`config.mk`:
```
export PLATFORM = sky130hd
export DESIGN_NAME = multicycle_control
export DESIGN_NICKNAME = d
export VERILOG_FILES = /design/src/rtl/mc_ctrl_pkg.sv /design/src/rtl/mc_wait_counter.sv /design/src/rtl/multicycle_control.sv
export SDC_FILE = /design/constraint.sdc
export NUM_CORES = 1
export LEC_CHECK = 0
export ABC_AREA = 1
export BUFFER_PORTS_ARGS = -buffer_cell sky130_fd_sc_hd__buf_2
export CORE_MARGIN = 5
export CORE_UTILIZATION = 40
export DETAILED_ROUTE_END_ITERATION = 10
export PLACE_DENSITY = 0.73
export SLEW_MARGIN = 20
export SYNTH_ARGS = -nofsm -noshare
export SYNTH_HDL_FRONTEND = slang
export SYNTH_HIERARCHICAL = 1
export SYNTH_SLANG_ARGS = --single-unit
```
`constraint.sdc`:
```
create_clock -name clk -period 1.05 [get_ports clk]
set_input_delay 0.0525 -clock clk [delete_from_list [all_inputs] [get_ports clk]]
set_output_delay 0.0525 -clock clk [all_outputs]
set_load 0.05 [all_outputs]
```
`src/rtl/mc_ctrl_pkg.sv`:
```
// Shared encodings for the multicycle MIPS control unit: states, opcodes, selects.
// Latency: n/a (constants, types and one helper function only).
// Backpressure: n/a.
package mc_ctrl_pkg;

    // State codes are visible on the debug port, so their values are fixed.
    typedef enum logic [3:0] {
        RST_S     = 4'd0,
        FETCH     = 4'd1,
        DECODE    = 4'd2,
        MEM_ADDR  = 4'd3,
        MEM_READ  = 4'd4,
        MEM_WB    = 4'd5,
        MEM_WRITE = 4'd6,
        EXECUTE   = 4'd7,
        ALU_WB    = 4'd8,
        BRANCH    = 4'd9,
        JUMP      = 4'd10,
        ADDI_EX   = 4'd11,
        ADDI_WB   = 4'd12
    } ctrlState_t;

    // Opcodes (instruction[31:26])
    localparam logic [5:0] OP_RTYPE = 6'b00_0000;
    localparam logic [5:0] OP_LW    = 6'b10_0011;
    localparam logic [5:0] OP_SW    = 6'b10_1011;
    localparam logic [5:0] OP_BEQ   = 6'b00_0100;
    localparam logic [5:0] OP_ADDI  = 6'b00_1000;
    localparam logic [5:0] OP_J     = 6'b00_0010;

    // lw and sw differ only in bit 3; this bit is held from DECODE to MEM_ADDR.
    localparam int OP_STORE_BIT = 3;

    // ALUOp into the ALU control block
    localparam logic [1:0] ALU_RTYPE = 2'b00;
    localparam logic [1:0] ALU_SUB   = 2'b01;
    localparam logic [1:0] ALU_ADD   = 2'b10;

    // ALU operand B select
    localparam logic [1:0] SRCB_REG   = 2'b00;
    localparam logic [1:0] SRCB_FOUR  = 2'b01;
    localparam logic [1:0] SRCB_IMM   = 2'b10;
    localparam logic [1:0] SRCB_IMMSH = 2'b11;

    // PC source select
    localparam logic [1:0] PCSRC_ALU    = 2'b00;
    localparam logic [1:0] PCSRC_ALUOUT = 2'b01;
    localparam logic [1:0] PCSRC_JUMP   = 2'b10;

    // States that occupy the memory port and therefore stretch to the memory latency.
    function automatic logic isMemState(input ctrlState_t s);
        return (s == FETCH) || (s == MEM_READ) || (s == MEM_WRITE);
    endfunction

endpackage

```
`src/rtl/mc_wait_counter.sv`:
```
// Memory-wait counter: counts cycles spent in a memory state, flags the last one.
// Latency: last is combinational from the count register; count updates each clock.
// Backpressure: none; clear has priority over enable.
module mc_wait_counter #(
    parameter int LATENCY = 1
) (
    input  logic clk,
    input  logic rst,
    input  logic clear,
    input  logic enable,
    output logic last
);

    localparam int CW = $clog2(LATENCY + 1);
    localparam logic [CW-1:0] LAST_VAL = CW'(LATENCY - 1);

    logic [CW-1:0] count;

    // Count up while enabled; clear returns to zero so every memory state starts fresh.
    always_ff @(posedge clk or posedge rst) begin
        if (rst) begin
            count <= '0;
        end else if (clear) begin
            count <= '0;
        end else if (enable) begin
            count <= count + CW'(1);
        end
    end

    assign last = (count == LAST_VAL);

endmodule

```
`src/rtl/multicycle_control.sv`:
```
// Multicycle MIPS control FSM: sequences fetch/decode/execute/memory/write-back.
// Latency: Moore outputs from state and wait counter; illegal_op/instr_done in DECODE follow opcode.
// Backpressure: none; memory states simply dwell MEM_LATENCY cycles.
module multicycle_control #(
    parameter int MEM_LATENCY = 1,
    parameter int EXT_ISA     = 1
) (
    input  logic       clk,
    input  logic       rst,
    input  logic [5:0] opcode,
    output logic       PCWrite,
    output logic       PCWriteCond,
    output logic       IorD,
    output logic       MemRead,
    output logic       MemWrite,
    output logic       MemtoReg,
    output logic       IRWrite,
    output logic       ALUSrcA,
    output logic       RegDst,
    output logic       RegWrite,
    output logic [1:0] ALUSrcB,
    output logic [1:0] PCSource,
    output logic [1:0] ALUOp,
    output logic       instr_done,
    output logic       illegal_op,
    output logic [3:0] state
);

    import mc_ctrl_pkg::*;

    ctrlState_t stateQ;
    ctrlState_t nextState;
    logic       storeQ;
    logic       waitLast;
    logic       inMem;
    logic       decodeIllegal;

    assign inMem = isMemState(stateQ);

    // Counter restarts whenever we are outside a memory state or finishing one,
    // so it is always zero on the first cycle of the next memory state.
    mc_wait_counter #(
        .LATENCY(MEM_LATENCY)
    ) uWait (
        .clk   (clk),
        .rst   (rst),
        .clear (!inMem || waitLast),
        .enable(inMem),
        .last  (waitLast)
    );

    // State register; reset abandons any instruction in flight.
    always_ff @(posedge clk or posedge rst) begin
        if (rst) begin
            stateQ <= RST_S;
        end else begin
            stateQ <= nextState;
        end
    end

    // Remember lw vs sw at DECODE so MEM_ADDR does not depend on the live opcode.
    always_ff @(posedge clk or posedge rst) begin
        if (rst) begin
            storeQ <= 1'b0;
        end else if (stateQ == DECODE) begin
            storeQ <= opcode[OP_STORE_BIT];
        end
    end

    // Next-state selection and datapath control decode.
    always_comb begin
        nextState     = FETCH;
        decodeIllegal = 1'b0;
        PCWrite       = 1'b0;
        PCWriteCond   = 1'b0;
        IorD          = 1'b0;
        MemRead       = 1'b0;
        MemWrite      = 1'b0;
        MemtoReg      = 1'b0;
        IRWrite       = 1'b0;
        ALUSrcA       = 1'b0;
        RegDst        = 1'b0;
        RegWrite      = 1'b0;
        ALUSrcB       = SRCB_REG;
        PCSource      = PCSRC_ALU;
        ALUOp         = ALU_RTYPE;
        instr_done    = 1'b0;
        illegal_op    = 1'b0;

        case (stateQ)
            RST_S: begin
                nextState = FETCH;
            end

            FETCH: begin
                // PC+4 is computed every cycle; it and IR are committed only on the last one.
                MemRead  = 1'b1;
                ALUSrcB  = SRCB_FOUR;
                ALUOp    = ALU_ADD;
                PCSource = PCSRC_ALU;
                if (waitLast) begin
                    IRWrite   = 1'b1;
                    PCWrite   = 1'b1;
                    nextState = DECODE;
                end else begin
                    nextState = FETCH;
                end
            end

            DECODE: begin
                // Speculatively compute the branch target while decoding.
                ALUSrcB = SRCB_IMMSH;
                ALUOp   = ALU_ADD;
                case (opcode)
                    OP_RTYPE:     nextState = EXECUTE;
                    OP_LW, OP_SW: nextState = MEM_ADDR;
                    OP_BEQ:       nextState = BRANCH;
                    OP_J: begin
                        if (EXT_ISA != 0) nextState = JUMP;
                        else              decodeIllegal = 1'b1;
                    end
                    OP_ADDI: begin
                        if (EXT_ISA != 0) nextState = ADDI_EX;
                        else              decodeIllegal = 1'b1;
                    end
                    default:      decodeIllegal = 1'b1;
                endcase
                if (decodeIllegal) begin
                    nextState  = FETCH;
                    illegal_op = 1'b1;
                    instr_done = 1'b1;
                end
            end

            MEM_ADDR: begin
                ALUSrcA   = 1'b1;
                ALUSrcB   = SRCB_IMM;
                ALUOp     = ALU_ADD;
                nextState = storeQ ? MEM_WRITE : MEM_READ;
            end

            MEM_READ: begin
                MemRead   = 1'b1;
                IorD      = 1'b1;
                nextState = waitLast ? MEM_WB : MEM_READ;
            end

            MEM_WB: begin
                RegWrite   = 1'b1;
                MemtoReg   = 1'b1;
                instr_done = 1'b1;
                nextState  = FETCH;
            end

            MEM_WRITE: begin
                MemWrite = 1'b1;
                IorD     = 1'b1;
                if (waitLast) begin
                    instr_done = 1'b1;
                    nextState  = FETCH;
                end else begin
                    nextState = MEM_WRITE;
                end
            end

            EXECUTE: begin
                ALUSrcA   = 1'b1;
                ALUSrcB   = SRCB_REG;
                ALUOp     = ALU_RTYPE;
                nextState = ALU_WB;
            end

            ALU_WB: begin
                RegDst     = 1'b1;
                RegWrite   = 1'b1;
                instr_done = 1'b1;
                nextState  = FETCH;
            end

            BRANCH: begin
                ALUSrcA     = 1'b1;
                ALUSrcB     = SRCB_REG;
                ALUOp       = ALU_SUB;
                PCWriteCond = 1'b1;
                PCSource    = PCSRC_ALUOUT;
                instr_done  = 1'b1;
                nextState   = FETCH;
            end

            JUMP: begin
                PCWrite    = 1'b1;
                PCSource   = PCSRC_JUMP;
                instr_done = 1'b1;
                nextState  = FETCH;
            end

            ADDI_EX: begin
                ALUSrcA   = 1'b1;
                ALUSrcB   = SRCB_IMM;
                ALUOp     = ALU_ADD;
                nextState = ADDI_WB;
            end

            ADDI_WB: begin
                RegWrite   = 1'b1;
                instr_done = 1'b1;
                nextState  = FETCH;
            end

            // Unused codes recover to FETCH with all controls inactive.
            default: begin
                nextState = FETCH;
            end
        endcase
    end

    assign state = stateQ;

endmodule

```
==> out/metrics.yaml, run 1 <==
hpwlAfterDp_um: 1800
start_util_pct: 42.1
gp_congestion: 0.931
crit_endpoint: "illegal_op"
endpoint_type: "top-level output"
yosys.area.top_type: "dfrtp_1"
yosysSeqAreaShare_pct: 23.7
place_inst: 174
synth-async-reset-ratio_pct: 100
syn_nets: 115
syn_area_per_cell_um2: 5.93
synth_most_common_cell: "nand2_1"
synth_area_um2: 634
clock_sinks: 6
yosysTopAreaCellShare_pct: 23.7
syn_inst: 107
synth_commonest_cells: "27 x nand2_1, 20 x inv_1, 17 x nor2_1, 8 x nand3_1, 6 x dfrtp_1"
synthDistinctLibCells: 20
io_buffers: 29
ios: 30
die_height_um: 49.8
grt_max_degree: 7
htreeDepth: 1
ys_ff_latch: 6
error: "[ERROR DPL-0038] Utilization greater than 100%, impossible to legalize"
failed_stage: "global routing (5_1_grt)"
root_buffer: "clkbuf_4"
num_rows: 14
synth_area_leaders: "dfrtp_1 24%, nand2_1 16%, inv_1 12%"
status: "aborted with a tool error"
die_w_um: 49.8
synth_flop_cell: "dfrtp_1"
cts_buffers: 3
cts_buffer_depth: 2
synth_warnings: 6
synth-edff-count: 0
==> metrics by stage <==
stage,TNS [ns],hold slack (ns),setup WS [ns],cell area [um2]
4_1_cts,-8.49,0.0813,-0.512,1380
3_5_place_dp,-5.14,-0.103,-0.359,1110
3_3_place_gp,-4.50,-0.104,-0.325,1110
2_1_floorplan,-5.83,-0.219,-0.410,796
==> repair_timing <==
| item | in CTS |
|---|---|
| endpoints found under the setup margin | 26 |
| cloned | 0 |
| buffers inserted | 3 |
| hold endpoints to repair | 6 |
| pin swaps | 4 |
| hold buffers | 1 |
| gates resized for setup | 60 |
==> kinds of logic after synthesis <==
kind of cell | Yosys count | share of synthesized area (%)
buffers and inverters | 25 | 16.0
and+or+nand+nor | 68 | 53.8
AOI/OAI and AO/OA | 8 | 6.51
DFF | 6 | 23.7
==> run 2: changes to the inputs <==
CORE_AREA = 5 5 66 68   (was unset)
CORE_MARGIN = unset   (was 5)
CORE_UTILIZATION = unset   (was 40)
DIE_AREA = 0 0 71 73   (was unset)
PLACE_DENSITY = unset   (was 0.73)
PLACE_DENSITY_LB_ADDON = 0.15   (was unset)
clock period = 1.4 ns   (was 1.05 ns; I/O delays follow)
==> run 2 against run 1 <==
Synthesized cell count is the same. Synthesized area is the same. The flow now finishes, with violations (negative setup slack).
==> out/metrics.yaml, run 2 <==
status: "finished, violations left"
violations: "negative setup slack"
r2r_cells: 9
finish.utilization_pct: 33.4
cts_buffers: 3
setup_tns_ns: -0.297
wl_per_cell_um: 10.0
endpoint_kind: "output port"
critPathKind: "reg2out"
fmax_mhz: 670
die_height_um: 73
clk-insertion-delay-late_ns: 0.21
grt_pass1_wl_um: 3480
grtUsageMet2_pct: 14.0
grt-ovfl-total: 0
synth_most_common_cell: "nand2_1"
synth_area_leaders: "dfrtp_1 24%, nand2_1 16%, inv_1 12%"
cts_buffer_depth: 2
syn_nets: 115
relSlewSlack_pct: 83.0
r2r_end: "uWait/count"
dieArea_um2: 5180
whs_ns: 0.114
met1_usage_pct: 9.93
synthXorXnorAreaFrac_pct: 0
start_kind: "flop"
layout_common_cells: "21 x nand2_1, 17 x buf_4, 14 x inv_1"
syn_area_per_cell_um2: 5.93
die_w_um: 71
fillers: 438
maxCapViolCount: 0
firstDrtPassIters: 4
reg2reg_slack_ns: 0.15
io_buffers: 29
timing.rr.start: "state[3]"
total_leakage_power_uw: 0.000662
hpwlAfterDp_um: 1750
finalNetCount: 165
syn_inst: 107
design.core.area_um2: 3800
synthSimpleGateAreaFrac_pct: 53.8
cp-endpoint: "ALUOp[1]"
critPathRequiredTime_ns: 1.33
finalCritPeriodShare_pct: 107
yosys.area.top_type: "dfrtp_1"
rsz0062_at_grt: "true"
synth-async-reset-ratio_pct: 100
drv_slew: 0
layout_commonest_cell: "nand2_1"
synth_area_um2: 634
drc_errors: 0
n_antenna_cell: 0
yosysSeqAreaShare_pct: 23.7
period_minus_slack_ns: 1.49
vias: 811
htreeDepth: 1
largest_register_ffs: 4
antenna_left: 0
num_rows: 23
vias_per_cell: 3.96
worstHoldPathType: "in2reg"
finClkSkew_ns: 0.000504
first_iter_violations: 44
antenna_found_initial: 0
muxShareOfSynthArea_pct: 0
ys_ff_latch: 6
synth_adder_area_share_pct: 0
wl_um: 2050
grtUsageMet3_pct: 1.79
gp_congestion: 0.817
grt.total_usage_pct: 8.33
start_util_pct: 16.7
synth_warnings: 6
cp_data_arrival_time_ns: 1.42
grt_max_degree: 7
fin_ws_ns: -0.0928
crit_fanout: 5
gr-max-usage-layer: "met2"
synth_compound_area_share_pct: 6.51
synthDistinctLibCells: 20
synth_commonest_cells: "27 x nand2_1, 20 x inv_1, 17 x nor2_1, 8 x nand3_1, 6 x dfrtp_1"
yosysTopAreaCellShare_pct: 23.7
synth_flop_cell: "dfrtp_1"
hold_viol_final: 0
synth-edff-count: 0
clock_sinks: 6
area_delta_synth_final_pct: 99.8
drive_gt1_share_pct: 57.4
critPathLaunch: "state[1]"
root_buffer: "clkbuf_8"
power_density_nw_per_um2: 2560
multiInputGateArea_um2: 515
cts_tree: "built"
register_area_um2: 155
synth_top_family_by_area: "simple AND/OR/NAND/NOR gates"
setup-violations-final: 6
clk_pin_slew_ns: 0.03
grt_pass1_vias: 803
ir_worst_vdd_mv: 0.484
worst_pin_slew_ns: 0.257
ios: 30
run 2: cell counts after synthesis:
Identical to the previous run, type by type.
run 2: worst min path at each step:
stage               cells past startpoint          end  slack [ns]      start
finish                                  3       storeQ        0.11  opcode[3]
global route                            3       storeQ        0.13  opcode[3]
detailed placement                      2  uWait/count       -0.08        rst
global placement                        2  uWait/count       -0.08        rst
CTS                                     3       storeQ        0.11  opcode[3]
floorplan                               1  uWait/count       -0.20        rst
run 2: cell type report:
class / count / area share [%]
inverters: 23 / 7.60
well taps: 50 / 4.94
repair buffers: 47 / 31.3
flip-flops and latches: 6 / 12.2
multi-input cells: 76 / 40.7
clock buffers: 3 / 3.26
run 2: kinds of logic after synthesis:
| family | Yosys count |
|---|---|
| flip-flops | 6 |
| buffers and inverters | 25 |
| AO/OA/AOI/OAI | 8 |
| AND/OR/NAND/NOR | 68 |
run 2: per-layer routing:
metal	part of all wire (%)	up-vias
met3	7.5	2
met2	48	25
met4	1.7	0
met5	0	-
met1	43	365
li1	-	419
run 2: per-stage QoR:
step	cell area, um2	total power [uW]	setup slack (ns)	instances
2_1_floorplan	709	1920	-0.169	107
3_3_place_gp	962	2430	-0.0835	193
3_5_place_dp	962	2420	-0.0702	193
4_1_cts	1140	3010	-0.0967	202
5_1_grt	1270	3440	-0.173	205
6_report	1270	3240	-0.0928	205
run 2: where the power goes:
group / internal [uW] / switching [uW]
sequential: 243 / 107
clock: 184 / 62.8
combinational: 934 / 1710
total: 1360 / 1880
run 2: critical path, cell delays in order, from the launching register on:
cell,delay (ns)
dfrtp_2,0.48
nor2_1,0.21
inv_1,0.10
nand2_1,0.13
nand2_1,0.08
buf_2,0.21
run 2: what timing repair did:
| action | in CTS | in global routing |
|---|---|---|
| endpoints found under the setup margin | 14 | 18 |
| pin swaps | 2 | 4 |
| hold endpoints to repair | 6 | 0 |
| resized for setup | 29 | 28 |
| hold buffers | 1 | 0 |
| buffers inserted | 5 | 3 |
(Power assumes the default switching activity.)
==> run 3: changes to the inputs <==
CAP_MARGIN = 10   (was unset)
RECOVER_POWER = 100   (was unset)
==> run 3 against run 2 <==
Critical path type unchanged. Largest cell class unchanged. First-iteration DRC count up 6.8%. Die area unchanged. Maximum frequency down 0.39%. The run still ends with negative setup slack left. Non-clock buffer count unchanged. Design area down 1.6%. Worst setup slack worse by 0.0058 ns. Highest routed layer unchanged.
==> out/metrics.yaml, run 3 (same netlist as run 2, synthesis figures left out) <==
die_w_um: 71
period_minus_slack_ns: 1.50
whs_ns: 0.114
setup-violations-final: 6
finish.utilization_pct: 32.8
htreeDepth: 1
status: "finished, violations left"
fmax_mhz: 667
path_buf_inv: 2
crit_family: "flip-flops"
wl_per_cell_um: 10.0
grt.total_usage_pct: 8.33
preCtsSetupSlack_ns: -0.0702
dieArea_um2: 5180
design.core.area_um2: 3800
cts_buffer_depth: 2
ios: 30
antenna_left: 0
hpwlAfterDp_um: 1750
ir_worst_vdd_mv: 0.473
total_leakage_power_uw: 0.000653
cpPeakStageDelay_ns: 0.48
root_buffer: "clkbuf_8"
hold_viol_final: 0
gp_congestion: 0.817
die_height_um: 73
clk-insertion-delay-late_ns: 0.21
clockPowerShare_pct: 7.7
cp_data_arrival_time_ns: 1.43
start_kind: "flop"
rsz0062_at_grt: "true"
grt-ovfl-total: 0
layout_commonest_cell: "nand2_1"
grt_pass1_wl_um: 3480
finalCritPeriodShare_pct: 107
worst_pin_slew_ns: 0.280
cts_tree: "built"
worstHoldPathType: "in2reg"
swShare_pct: 58.2
cts_buffers: 3
num_rows: 23
critPathKind: "reg2out"
clock_sinks: 6
endpoint_kind: "output port"
firstDrtPassIters: 4
fin_ws_ns: -0.0986
vias: 808
dpl_cell_area_um2: 962
area_delta_synth_final_pct: 96.6
grt_pass1_vias: 803
io_buffers: 29
crit_fanout: 5
finalNetCount: 165
n_antenna_cell: 0
first_iter_violations: 47
drv_slew: 0
largest_register_ffs: 4
wl_um: 2050
drive_gt1_share_pct: 55.5
antenna_found_initial: 0
crit_path_cell_trace: "nor2_1 -> inv_1 -> nand2_1 -> nand2_1 -> buf_2"
crit_top_cell: "nand2_1"
start_util_pct: 16.7
p_int_uw: 1340
grt_max_degree: 7
vias_per_cell: 3.94
maxCapViolCount: 0
drc_errors: 0
layout_common_cells: "21 x nand2_1, 15 x buf_4, 14 x nor2_1, 14 x inv_1, 11 x buf_6"
finClkSkew_ns: 0.000507
critPathRequiredTime_ns: 1.33
violations: "negative setup slack"
relSlewSlack_pct: 81.4
stdcell_area_um2: 1250
power.share.combinational_pct: 81.4
clk_pin_slew_ns: 0.03
power_frac_seq_pct: 10.9
crit_slowest_cell: "dfrtp_2"
power_density_nw_per_um2: 2570
p_sw_uw: 1870
## run 3: what timing repair did
| item | 4_1_cts | 5_1_grt |
|---|---|---|
| pin swaps | 2 | 4 |
| hold buffers | 1 | 0 |
| setup buffers | 5 | 3 |
| hold endpoints to repair | 6 | 0 |
| cloned | 0 | 0 |
| setup endpoints to repair | 14 | 18 |
| resized for setup | 29 | 28 |
## run 3: through the flow
stage | TNS (ns) | total power (uW) | std cells
final | -0.305 | 3210 | 205
after CTS | -0.341 | 3010 | 202
after global placement | -0.0835 | 2430 | 193
after detailed placement | -0.0702 | 2420 | 193
after global routing | -0.936 | 3400 | 205
after floorplan | -0.560 | 1920 | 107
## run 3: worst min-delay path, cell delays in order
cell and delay (ns):
buf_2 0.11, nand2_1 0.05, o21ai_0 0.06
## run 3: power groups by stage
| stage | clock [uW] | sequential (uW) | combinational (uW) |
|---|---|---|---|
| 5_1_grt | 270 | 358 | 2770 |
| 6_report | 247 | 349 | 2610 |
| 3_3_place_gp | 0 | 325 | 2100 |
| 2_1_floorplan | 0 | 473 | 1450 |
| 3_5_place_dp | 0 | 328 | 2100 |
| 4_1_cts | 257 | 322 | 2430 |
## run 3: cell type report
cell class / instances / area, um2
clock buffer: 3 / 41.3
fill: 441 / 2550
inverter: 23 / 96.3
multi-input combinational: 76 / 503
sequential: 6 / 155
tap: 50 / 62.6
timing repair buffer: 47 / 389
## run 3: routing by layer
metal | routed length, um | vias up | global-route usage (%)
met5 | 0 | - | 0
met4 | 34 | 0 | 4.38
met3 | 155 | 2 | 1.79
met2 | 977 | 25 | 14.0
met1 | 886 | 362 | 9.93
li1 | - | 419 | -
## run 3: final timing paths
kind                             startpoint          end  slack [ns]  depth (start not counted)
worst min register to register  uWait/count  uWait/count        0.53                          3
worst min-delay path              opcode[3]       storeQ        0.11                          3
max in group asynchronous               rst     state[2]        0.92                          3
worst max-delay path               state[1]     ALUOp[1]        -0.1                          5
min in group asynchronous               rst  uWait/count        0.23                          3
worst max register to register     state[0]  uWait/count        0.11                          9
